### src/rtl/btn_event_sched.sv
`default_nettype none
// ============================================================================
// Module   : btn_event_sched
// Purpose  : Tick generator, button debounce and round-robin event scheduler.
//            Optional auto-repeat enabled by defining BTN_AUTOREPEAT_EN.
// Revision : 1.0
// ============================================================================
module btn_event_sched #(
    parameter int NUM_BTN      = 5,
    parameter int TICK_DIV     = 100000,
    parameter int STABLE_CNT   = 4,
    parameter int REPEAT_TICKS = 250
) (
    input  logic               clk,
    input  logic               rst,
    input  logic [NUM_BTN-1:0] btn_raw,
    output logic               tick,
    output logic [NUM_BTN-1:0] btn_level,
    output logic               evt_valid,
    input  logic               evt_ready,
    output logic [2:0]         evt_id
);

    localparam int DIV_W = (TICK_DIV > 1) ? $clog2(TICK_DIV) : 1;
    localparam int CNT_W = $clog2(STABLE_CNT);
    localparam logic [DIV_W-1:0] C_DIV_LAST = DIV_W'(TICK_DIV - 1);
    localparam logic [CNT_W-1:0] C_CNT_LAST = CNT_W'(STABLE_CNT - 1);

    localparam logic [0:0] S_IDLE  = 1'b0;
    localparam logic [0:0] S_OFFER = 1'b1;

    logic [DIV_W-1:0]   div_q, div_d;
    logic [NUM_BTN-1:0] sync1_q, sync2_q;
    logic [NUM_BTN-1:0] level_q, level_d;
    logic [CNT_W-1:0]   cnt_q [NUM_BTN];
    logic [CNT_W-1:0]   cnt_d [NUM_BTN];
    logic [NUM_BTN-1:0] rise_w;
    logic [NUM_BTN-1:0] rep_set_w;
    logic [NUM_BTN-1:0] pending_q, pending_d;
    logic [NUM_BTN-1:0] clr_w;
    logic [0:0]         state_q, state_d;
    logic [2:0]         rr_q, rr_d;
    logic [2:0]         id_q, id_d;
    logic [2:0]         win_w;
    logic               found_w;
    logic               load_w;

    // ---------------- sample tick ----------------
    assign tick  = (div_q == C_DIV_LAST);
    assign div_d = tick ? '0 : div_q + 1'b1;

    always_ff @(posedge clk) begin
        if (rst) begin
            div_q   <= '0;
            sync1_q <= '0;
            sync2_q <= '0;
        end else begin
            div_q   <= div_d;
            sync1_q <= btn_raw;
            sync2_q <= sync1_q;
        end
    end

    // ---------------- debounce ----------------
    always_comb begin
        level_d = level_q;
        rise_w  = '0;
        for (int i = 0; i < NUM_BTN; i++) begin
            cnt_d[i] = cnt_q[i];
            if (tick) begin
                if (sync2_q[i] == level_q[i]) begin
                    cnt_d[i] = '0;
                end else if (cnt_q[i] == C_CNT_LAST) begin
                    level_d[i] = ~level_q[i];
                    cnt_d[i]   = '0;
                    rise_w[i]  = ~level_q[i];
                end else begin
                    cnt_d[i] = cnt_q[i] + 1'b1;
                end
            end
        end
    end

    always_ff @(posedge clk) begin
        if (rst) begin
            level_q <= '0;
            for (int i = 0; i < NUM_BTN; i++) cnt_q[i] <= '0;
        end else begin
            level_q <= level_d;
            for (int i = 0; i < NUM_BTN; i++) cnt_q[i] <= cnt_d[i];
        end
    end

    assign btn_level = level_q;

    // ---------------- auto-repeat ----------------
`ifdef BTN_AUTOREPEAT_EN
    localparam int REP_W = (REPEAT_TICKS > 1) ? $clog2(REPEAT_TICKS) : 1;
    localparam logic [REP_W-1:0] C_REP_LAST = REP_W'(REPEAT_TICKS - 1);

    logic [REP_W-1:0] rep_q [NUM_BTN];
    logic [REP_W-1:0] rep_d [NUM_BTN];

    always_comb begin
        rep_set_w = '0;
        for (int i = 0; i < NUM_BTN; i++) begin
            rep_d[i] = rep_q[i];
            if ((level_d[i] != level_q[i]) || !level_q[i]) begin
                rep_d[i] = '0;
            end else if (tick) begin
                if (rep_q[i] == C_REP_LAST) begin
                    rep_d[i]     = '0;
                    rep_set_w[i] = 1'b1;
                end else begin
                    rep_d[i] = rep_q[i] + 1'b1;
                end
            end
        end
    end

    always_ff @(posedge clk) begin
        if (rst) begin
            for (int i = 0; i < NUM_BTN; i++) rep_q[i] <= '0;
        end else begin
            for (int i = 0; i < NUM_BTN; i++) rep_q[i] <= rep_d[i];
        end
    end
`else
    assign rep_set_w = '0;
`endif

    // ---------------- round-robin winner search ----------------
    always_comb begin
        int idx;
        found_w = 1'b0;
        win_w   = '0;
        for (int k = 1; k <= NUM_BTN; k++) begin
            idx = int'(rr_q) + k;
            if (idx >= NUM_BTN) idx = idx - NUM_BTN;
            if (!found_w && pending_q[idx]) begin
                found_w = 1'b1;
                win_w   = 3'(idx);
            end
        end
    end

    assign load_w = (state_q == S_IDLE) && found_w;

    // Set beats clear so a press on the button just loaded is not lost.
    always_comb begin
        for (int i = 0; i < NUM_BTN; i++) clr_w[i] = load_w && (win_w == 3'(i));
        pending_d = (pending_q & ~clr_w) | rise_w | rep_set_w;
        rr_d      = load_w ? win_w : rr_q;
        id_d      = load_w ? win_w : id_q;
    end

    // ---------------- scheduler FSM ----------------
    always_ff @(posedge clk) begin
        if (rst) begin
            state_q   <= S_IDLE;
            pending_q <= '0;
            rr_q      <= 3'(NUM_BTN - 1);
            id_q      <= '0;
        end else begin
            state_q   <= state_d;
            pending_q <= pending_d;
            rr_q      <= rr_d;
            id_q      <= id_d;
        end
    end

    always_comb begin
        state_d = state_q;
        case (state_q)
            S_IDLE:  if (found_w)   state_d = S_OFFER;
            S_OFFER: if (evt_ready) state_d = S_IDLE;
            default:                state_d = S_IDLE;
        endcase
    end

    always_comb begin
        evt_valid = (state_q == S_OFFER);
        evt_id    = id_q;
    end

endmodule
`default_nettype wire

### config.mk
export PLATFORM = sky130hd
export DESIGN_NAME = btn_event_sched
export DESIGN_NICKNAME = d
export VERILOG_FILES = /design/src/rtl/btn_event_sched.sv
export SDC_FILE = /design/constraint.sdc
export NUM_CORES = 1
export LEC_CHECK = 0
export ABC_CLOCK_PERIOD_IN_PS = 5500
export BUFFER_PORTS_ARGS = -buffer_cell sky130_fd_sc_hd__buf_2
export CORE_MARGIN = 3
export CORE_UTILIZATION = 55
export DETAILED_ROUTE_END_ITERATION = 7
export PLACE_DENSITY = 0.73
export SKIP_CTS_REPAIR_TIMING = 1
export SYNTH_ARGS = -nofsm -noshare
export SYNTH_HDL_FRONTEND = slang
export SYNTH_SLANG_ARGS = --single-unit
export TNS_END_PERCENT = 50
### constraint.sdc
create_clock -name clk -period 5.5 [get_ports clk]
set_input_delay 1.65 -clock clk [delete_from_list [all_inputs] [get_ports clk]]
set_output_delay 1.65 -clock clk [all_outputs]
set_load 0.05 [all_outputs]
Yosys cells after proc, flatten, opt, wreduce, memory -nomap -nowiden

Memory sizes are Yosys's and may differ from the RTL's.
Cells that the tools add are included.

Flip-flop bits (word level): 44
Bits in latches: 0
Memory bits (writable): 10
Bits in read-only memories: 0
Output and inout bits: 10
Memories: 1

Add/sub/neg operators: 16
Multiply operators: 0
Div/mod/pow operators: 0
Order comparisons: 10
Equal/unequal tests: 15
Shifts and indexed selects: 0
Muxes and demuxes: 71
Bitwise operators: 19
Reduce and logical (&&, ||, !) cells: 21

Memories:

| memory | words | bits a word | rd ports | clocked after memory_dff | wr ports | line | source |
|---|---|---|---|---|---|---|---|
| cnt_q  | 5     | 2           | 5        | 0                        | 5        | 35   | `logic [CNT_W-1:0] cnt_q [NUM_BTN];` |

Operators by type and width:

| operator                                                          | number |
|---|---|
| < comparator 32 x 5 -> 1 bit, second input constant               | 5 |
| two-way mux 32 bit                                                | 5 |
| two-way mux 2 bit                                                 | 20 |
| two-way mux 1 bit                                                 | 35 |
| subtractor 4 x 3 -> 5 bit, second input constant                  | 5 |
| greater-or-equal comparator 4 x 3 -> 1 bit, second input constant | 5 |
| adder 17 x 1 -> 17 bit, second input constant                     | 1 |
| == test 17 bit, second input constant                             | 1 |
| binary-select mux 1 bit (select 3 bit)                            | 5 |
| two-way mux 3 bit                                                 | 5 |
| AND reduction 3 bit                                               | 5 |
| NOT 1 bit                                                         | 11 |
| adder 2 x 1 -> 2 bit, second input constant                       | 5 |
| == test 2 bit, second input constant                              | 5 |
| logical AND 1 bit                                                 | 10 |
| adder 3 x 2 -> 4 bit, second input constant                       | 2 |
| adder 3 x 3 -> 4 bit, second input constant                       | 2 |
| == test 3 x 2 -> 1 bit, second input constant                     | 2 |
| AND 5 bit                                                         | 1 |
| == test 1 bit                                                     | 5 |
| NOT 5 bit                                                         | 1 |
| OR 1 bit                                                          | 5 |
| OR 5 bit                                                          | 1 |
| adder 3 x 1 -> 4 bit, second input constant                       | 1 |
| other kinds (6)                                                   | 9 |

Longest topological paths before layout

Word-level depth: 24
Depth in mapped cells: 16

Worst setup path before layout

No wires, ideal clock.

Kind: reg-to-output
Start point: reg div_q[0]
End point: out tick
Data arrival time: 1.810 ns
Required time: 3.850 ns
Slack: 2.040 ns
Cell stages (with the launch flop): 7
Buffers on the path: 1
Path through: dfxtp_1 > ha_1 > inv_1 > nor2_1 > nand3_1 > inv_1 > clkbuf_1

Word-level cells in the longest chain between the ends: 1

Ends and longest elaborated chain:

| element                | line | source |
|---|---|---|
| from (decl)            | 32   | `logic [DIV_W-1:0] div_q, div_d;` |
| from (signal assigned) | 58   | `div_q <= div_d;` |
| == test 17 bit         | 49   | `assign tick = (div_q == C_DIV_LAST);` |
| to (decl)              | 17   | `output logic tick,` |

No other way between the ends.

Worst setup path after layout

Start point: reg div_q[9]
End point: out tick

The elaborated chain is that of the path after synthesis.

==> impl_metrics.json <==
{
  "status": "finished clean",
  "power-per-cell-area_nw_per_um2": 375,
  "clockRootBuffer": "clkbuf_8",
  "grt_max_degree": 41,
  "fin_nets": 438,
  "synth_nets": 435,
  "fin_util_pct": 60.1,
  "fp.dieW_um": 84.8,
  "synthFlopType": "dfxtp_1",
  "synth_top_area_cell": "dfxtp_1",
  "rsz0062_at_grt": "false",
  "yosys.area_share.simple_pct": 26.2,
  "clock_latency_ns": 0.30,
  "seq_power_share_pct": 31.1,
  "cts_made_buffers": 5,
  "maxCapViolations": 0,
  "grt_pass1_wl_mm": 12.6,
  "io_buffers": 17,
  "drtIter0Drc": 120,
  "dpl.hpwl_mm": 5.21,
  "worstPathMaxFanout": 19,
  "wirelength_mm": 7.34,
  "ios": 18,
  "cp-end-kind": "output port",
  "tightest_slew_ns": 0.702,
  "die-area_um2": 7190,
  "finClkSkew_ns": 0.00870,
  "core_area_um2": 5960,
  "cts.path.max_buffers": 2,
  "rows": 28,
  "synth_common_cells": "dfxtp_1 (52), nor2_1 (48), nand2_1 (37)",
  "cp.arrival_ns": 2.59,
  "p_clk_share_pct": 23.2,
  "start_util_pct": 57.3,
  "synth_fa_ha_area_share_pct": 6.60,
  "setup_viol": 0,
  "power_frac_comb_pct": 45.7,
  "fmax_mhz": 236,
  "p_leak_uw": 0.00140,
  "ys_seq_elements": 52,
  "n_antenna_cell": 0,
  "seq_area_frac_synth_pct": 30.5,
  "ys_types": 73,
  "p_int_uw": 815,
  "muxShareOfSynthArea_pct": 5.98,
  "ant_nets": 0,
  "period_minus_slack_ns": 4.24,
  "synth_top_area_share_pct": 30.5,
  "swShare_pct": 39.3,
  "synth_edf_count": 0,
  "routabilityCongestion": 0.958,
  "cts_tree": "yes",
  "overflow": 0,
  "htreeDepth": 2,
  "ir_worst_vdd_v": 0.000258,
  "drive_above_1_share_pct": 11.6,
  "switching_power_uw": 527,
  "yosys_warnings": 0,
  "path_clk_slew_ns": 0.10,
  "finalInstanceArea_um2": 3580,
  "path_class": "reg2out",
  "antenna_found_initial": 0,
  "wire_per_inst_um": 15.0,
  "fillers": 528,
  "hold_path_class": "reg2reg",
  "cp.required_ns": 3.85,
  "synth_top_family_by_area": "simple AND/OR/NAND/NOR gates",
  "slew_headroom_pct": 52.5,
  "maxSlewViolCount": 0,
  "placed_cell_area_um2": 3440,
  "vias": 2906,
  "period_share_pct": 77.1,
  "yosys.cell_count.top_type": "dfxtp_1",
  "synth.avg_cell_area_um2": 8.35,
  "synth.cell_area_um2": 3410,
  "syn_inst": 409,
  "dr.pass1.iters": 4,
  "chipHeight_um": 84.8,
  "synth_async_sr_flop_share_pct": 0,
  "grt_usage_pct": 21.2,
  "critPathLaunchType": "register",
  "synth_compound_area_share_pct": 18.5,
  "finalHoldViolations": 0,
  "syn_to_final_growth_pct": 4.80,
  "drc": 0,
  "synth_area_leaders": "dfxtp_1 (30%), ha_1 (6.6%), nor2_1 (5.3%)",
  "cts.sinks": 52,
  "fin_setup_tns_ns": 0,
  "grt_pass1_vias": 2647,
  "synth_xor_xnor_area_share_pct": 6.12,
  "via_per_inst": 5.95
}
==> worst max-delay path: stages (launching register included) <==
cell and delay (ns):
dfxtp_1 0.39, nand2_1 0.09, nor3_1 0.14, nand4_1 0.11
nor4_1 0.21, nand3_1 0.53, inv_1 0.49, buf_2 0.34
==> power groups by stage <==
stage | Clock [uW] | Combinational (uW) | Sequential [uW]
CTS | 319 | 606 | 418
finish | 311 | 613 | 418
global route | 334 | 672 | 421
global placement | 0 | 591 | 425
detailed placement | 0 | 602 | 426
floorplan | 0 | 505 | 428
==> metal layers <==
layer	GRT usage (%)	wire length [um]	up-vias
li1	-	-	1461
met2	33.9	3440	82
met5	0	0	-
met4	7.05	89	0
met1	29.3	3430	1356
met3	3.24	374	7
==> flip-flops by register name, summed over array words and instances (netlist names) <==
register and flops:
btn_level 5, cnt_q 10, div_q 17, evt_id 1, evt_valid 1, pending_q 5, rr_q 3, sync1_q 5
sync2_q 5
==> stage by stage <==
stage          hold slack [ns]  total power (uW)  setup slack (ns)  instances
4_1_cts                  0.446              1340              1.22        488
6_report                 0.446              1340              1.26        488
2_1_floorplan            0.414               933              2.04        409
3_5_place_dp             0.427              1030              1.57        480
5_1_grt                  0.458              1430              1.02        488
3_3_place_gp             0.421              1020              1.58        480
==> layout by cell type (no fill, tap or decap), drive strengths merged, types with 3 or more instances in the layout <==
master	netlist	routed
a21o	4	4
xnor2	8	8
dfxtp	52	52
o21ai	17	17
and3	4	4
nor2	48	48
nor3b	4	4
nor3	7	7
mux2i	17	17
a31oi	3	3
o31a	4	4
inv	12	13
nand2b	7	7
nor2b	17	17
a221oi	3	3
nand2	37	37
xor2	15	15
nand4b	4	4
a21oi	25	25
nand3b	3	3
and2	3	3
o21bai	3	3
buf	12	18
ha	18	18
nor4b	5	5
nand3	18	18
a211oi	5	5
o211ai	4	4
nand4	3	3
clkbuf	9	5
==> worst paths after layout <==
path | startpoint | endpoint | slack, ns | cells after the start
worst min register to register | sync1_q[0]$_SDFF_PP0_ | sync2_q[0]$_SDFF_PP0_ | 0.45 | 1
worst min-delay path | sync1_q[0]$_SDFF_PP0_ | sync2_q[0]$_SDFF_PP0_ | 0.45 | 1
worst max register to register | rr_q[1]$_SDFFE_PP0P_ | pending_q[2]$_SDFF_PP0_ | 1.44 | 11
worst max-delay path | div_q[9]$_SDFF_PP0_ | tick | 1.26 | 7
==> final cells by class <==
type	instances	area, um^2	share of cell area (%)
Multi-Input combinational cell	323	2170	60.6
Sequential cell	52	1040	29.1
Tap cell	75	93.8	2.62
Timing Repair Buffer	18	92.6	2.59
Clock buffer	5	68.8	1.92
Clock inverter	3	68.8	1.92
Inverter	12	45.0	1.26
==> cells by family (layout without fill, tap and decap cells) <==
| group | Yosys count | in the layout |
|---|---|---|
| adders and majority gates | 18 | 18 |
| AOI/OAI and AO/OA | 91 | 91 |
| and+or+nand+nor | 172 | 172 |
| buffers and inverters | 34 | 38 |
| xor gates and xnor gates | 23 | 23 |
| muxes | 19 | 19 |
| DFF | 52 | 52 |
(Power assumes the default switching activity.)
